==> src/rtl/irq_capture_ctrl.sv <==
// rtl/irq_capture_ctrl.sv - interrupt request capture, masking and valid/ready ID presentation
module irq_capture_ctrl #(
   parameter int N    = 8,
   parameter int W    = 3,
   parameter bit EDGE = 1'b1
) (
   input  logic         clk,
   input  logic         rst_n,
   input  logic [N-1:0] req_in,
   input  logic [N-1:0] mask,
   input  logic         irq_ready,
   input  logic         ovf_clr,
   output logic         irq_valid,
   output logic [W-1:0] irq_id,
   output logic [N-1:0] pending,
   output logic         overflow
);

   typedef enum logic [0:0] {
      IDLE    = 1'b0,
      PRESENT = 1'b1
   } state_t;

   state_t       state_q;
   logic [N-1:0] req_q;
   logic [N-1:0] pending_q, pending_d;
   logic         ovf_q, ovf_d;
   logic         valid_q;
   logic [W-1:0] id_q;

   logic [N-1:0] set_vec;
   logic [N-1:0] clr_vec;
   logic [N-1:0] elig;
   logic [W-1:0] hi_idx;
   logic         ovf_event;

   // Request capture: rising edges (or levels) that should mark a line pending this cycle
   always_comb begin
      set_vec = EDGE ? (req_in & ~req_q) : req_in;
   end

   // Accepted ID clears its own pending bit; set_vec is OR-ed in after so a fresh request survives
   always_comb begin
      clr_vec = '0;
      if (valid_q && irq_ready) begin
         clr_vec[id_q] = 1'b1;
      end
      pending_d = (pending_q & ~clr_vec) | set_vec;
      ovf_event = |(set_vec & pending_q & ~clr_vec);
      ovf_d     = ovf_event ? 1'b1 : (ovf_clr ? 1'b0 : ovf_q);
   end

   // Highest-index eligible pending line wins, matching the downstream encoder ordering
   always_comb begin
      elig   = pending_q & mask;
      hi_idx = '0;
      for (int i = 0; i < N; i++) begin
         if (elig[i]) begin
            hi_idx = W'(i);
         end
      end
   end

   // Request history, pending register and sticky overflow flag
   always_ff @(posedge clk) begin
      if (!rst_n) begin
         req_q     <= '0;
         pending_q <= '0;
         ovf_q     <= 1'b0;
      end else begin
         req_q     <= req_in;
         pending_q <= pending_d;
         ovf_q     <= ovf_d;
      end
   end

   // Presentation FSM: latch an ID, hold it stable until the consumer takes it
   always_ff @(posedge clk) begin
      if (!rst_n) begin
         state_q <= IDLE;
         valid_q <= 1'b0;
         id_q    <= '0;
      end else begin
         case (state_q)
            IDLE: begin
               if (elig != '0) begin
                  id_q    <= hi_idx;
                  valid_q <= 1'b1;
                  state_q <= PRESENT;
               end else begin
                  valid_q <= 1'b0;
               end
            end
            PRESENT: begin
               if (irq_ready) begin
                  valid_q <= 1'b0;
                  state_q <= IDLE;
               end
            end
            default: begin
               valid_q <= 1'b0;
               state_q <= IDLE;
            end
         endcase
      end
   end

   assign irq_valid = valid_q;
   assign irq_id    = id_q;
   assign pending   = pending_q;
   assign overflow  = ovf_q;

endmodule

==> config.mk <==
export PLATFORM = sky130hd
export DESIGN_NAME = irq_capture_ctrl
export DESIGN_NICKNAME = d
export VERILOG_FILES = /design/src/rtl/irq_capture_ctrl.sv
export SDC_FILE = /design/constraint.sdc
export NUM_CORES = 1
export LEC_CHECK = 0
export BUFFER_PORTS_ARGS = -buffer_cell sky130_fd_sc_hd__buf_4
export CAP_MARGIN = 0
export CORE_MARGIN = 2
export CORE_UTILIZATION = 47
export DETAILED_ROUTE_END_ITERATION = 12
export PLACE_DENSITY = 0.85
export REMOVE_ABC_BUFFERS = 1
export SLEW_MARGIN = 20
export SYNTH_ARGS = -nofsm -noshare
export SYNTH_HDL_FRONTEND = slang
export SYNTH_SLANG_ARGS = --single-unit
==> constraint.sdc <==
create_clock -name clk -period 1.6 [get_ports clk]
set_input_delay 0.08 -clock clk [delete_from_list [all_inputs] [get_ports clk]]
set_output_delay 0.08 -clock clk [all_outputs]
set_load 0.05 [all_outputs]
==> out/qor.yml <==
yosys_register_bits: 22
clock-sinks: 22
fin_ws_ps: 79.9
final_antenna_net_count: 0
yosysTopAreaCellShare: 0.481
gr-total-overflow: 0
cp_num_buf_inv: 0
cap_viol_max_count: 0
slew_viol_final: 0
critPathLaunch: "irq_id[1]$_SDFFE_PN0P_"
ys_seq_area_frac: 0.481
ctsResizeCount: 0
grt_pass1_wl_um: 3520
cp.required_ps: 1800
die_area_sq_um: 2320
synth_edf_count: 0
p_leak_nw: 0.533
design.core.area_sq_um: 1780
slew_headroom: 0.755
drt_iter0_drc: 17
grt_max_degree: 23
ctsRootBufferMaster: "clkbuf_4"
layout.nets: 156
area_growth_pct: 40.0
synth_area_leader_cell: "dfxtp_1"
ctsHtreeMaxLevel: 1
critPathMaxStageDelay_ps: 510
dpl_worst_slack_ps: 116
clock_latency_ps: 310
wl_met2_um: 1070
avgSynthCellArea_sq_um: 9.85
placementRows: 15
async_reset_ff_frac: 0
grt_usage: 0.223
setup_viol: 0
fin_crit_sh: 0.950
cp_cell_sequence: "nand2b_1 -> o21ai_1 -> o22ai_1 -> o41a_1"
synthTopCellsByArea: "dfxtp_1 48%, nand2b_1 8.2%, a21boi_0 5.7%, and2_1 5.5%, a22oi_1 3.3%"
total_power_mw: 1.27
crit_cells: 4
synth_cell_types: 26
top_layer_used: "met4"
cts_tree: "yes"
io_pins: 33
syn_inst: 93
portBuffers: 32
min_from: "rst_n"
rsz0062_at_grt: "no"
wl_um: 2220
numCtsBuffers: 3
place_congestion: 0.789
power_density_nw_per_um2: 989
via_per_inst: 5.42
start_kind: "flop"
crit_path_top_delay_cell: "dfxtp_1"
first_pass_iters: 4
synth_ff_type: "dfxtp_1"
crit_arrival_ps: 1720
antenna_found_initial: 0
worst_pin_slew_ps: 367
post-route-util: 0.719
rr_worst_depth: 4
drc_errors: 0
place_hpwl_um: 1680
wl_per_cell_um: 13.9
clk_pin_slew_ps: 110
met1_length_um: 950
hold_depth: 2
hold_violations: 0
dr_wl_met3_um: 111
cts_setup_buffers: 0
cp_top_family: "compound AO/OA/AOI/OAI gates"
drive_gt1_frac: 0.291
finalClockSkew_ps: 6.55
hold_path_class: "in2reg"
antennaDiodeCount: 0
yosys_warnings: 0
num_vias: 861
end_kind: "flop"
crit-reg2reg-launch: "irq_id[1]$_SDFFE_PN0P_"
chipHeight_um: 48.1
timing.final.crit_period_ps: 1520
grt_pass1_vias: 841
start_util: 0.514
max_freq_mhz: 658
cp_max_fo: 7
status: "completed"
clk_path_buf_depth: 2
syn_area_sq_um: 916
path_class: "reg2reg"
die_w_um: 48.1
peakVddDrop_mv: 0.850
## worst paths after layout
check | slack (ps) | to
hold / removal | 100 | state_q$_SDFF_PN0_
hold reg to reg | 530 | pending[0]$_SDFF_PN0_
setup / recovery | 80 | overflow$_SDFFE_PN0P_
setup reg to reg | 80 | overflow$_SDFFE_PN0P_
## power by group
part           leakage, nW  switching [mW]  internal (mW)  total (mW)
Sequential           0.183          0.0532          0.597       0.650
Clock               0.0138           0.155         0.0880       0.243
Combinational        0.336           0.222          0.153       0.376
## metal layers
| metal | track usage | up-vias |
|---|---|---|
| li1 | - | 424 |
| met1 | 0.266 | 391 |
| met2 | 0.379 | 34 |
| met3 | 0.0444 | 12 |
| met4 | 0.114 | 0 |
| met5 | 0 | - |
## cell usage after synthesis, drive strengths merged (2+ instances only)
| cell | instances |
|---|---|
| nand2 | 6 |
| nand3b | 2 |
| o31ai | 2 |
| a22oi | 4 |
| dfxtp | 22 |
| and2 | 8 |
| o22ai | 3 |
| a21boi | 8 |
| clkbuf | 2 |
| o21ai | 6 |
| nand2b | 12 |
| a21oi | 2 |
| nor2b | 3 |
| o21a | 2 |
| nand3 | 3 |
## cells by family after synthesis
group,after synthesis,synth area share
AOI/OAI and AO/OA,34,0.287
buffers and inverters,2,0.00820
DFF,22,0.481
and+or+nand+nor,35,0.224
## worst reg2reg max path, cell delays in order (launching register included)
cell and delay [ps]:
dfxtp_1 510, nand2b_1 150, o21ai_1 220, o22ai_1 120
o41a_1 410
## placed cells by master, fill, tap and decap left out
master	netlist	routed
dlygate4sd3_1	0	8
nand3b_1	2	2
o31ai_2	2	2
a21oi_1	2	2
o21a_1	2	2
a32o_1	1	1
a31oi_1	1	1
clkbuf_4	0	3
o221ai_1	1	1
a22oi_1	4	4
a41oi_2	1	1
nand3_2	1	1
o211a_1	1	1
o21ai_0	2	2
o21ai_1	4	4
and2_1	8	8
a21boi_0	7	7
a21boi_1	1	1
o221a_1	1	1
nand2_1	6	6
nor2b_1	3	3
buf_4	0	32
nor2_1	1	1
nand2b_1	12	12
o22ai_1	3	3
nand3_1	2	2
dfxtp_1	22	22
o41a_1	1	1
## registers in the layout, summed over array words and instances (netlist names)
register   cells
irq_valid      1
irq_id         3
overflow       1
req_q          8
state_q        1
pending        8
## what timing repair did
action	4_1_cts	5_1_grt
endpoints found under the setup margin	0	0
hold buffers	8	0
hold endpoints to repair	8	0
## per-stage QoR
step                      hold WS [ps]  area, sq um  std cells  setup TNS, ps
after floorplan                    198          908         91          -90.6
after global placement             293         1180        148              0
after detailed placement           299         1180        148              0
after CTS                         91.7         1280        159              0
after global routing               108         1280        159              0
final                             96.2         1280        159              0
## cell type report
class	count	area (sq um)
Timing Repair Buffer	40	320
Sequential cell	22	440
Clock buffer	3	22.5
Fill cell	141	500
Tap cell	25	31.3
Multi-Input combinational cell	69	468
No activity file was read; power rests on OpenSTA's default activity.
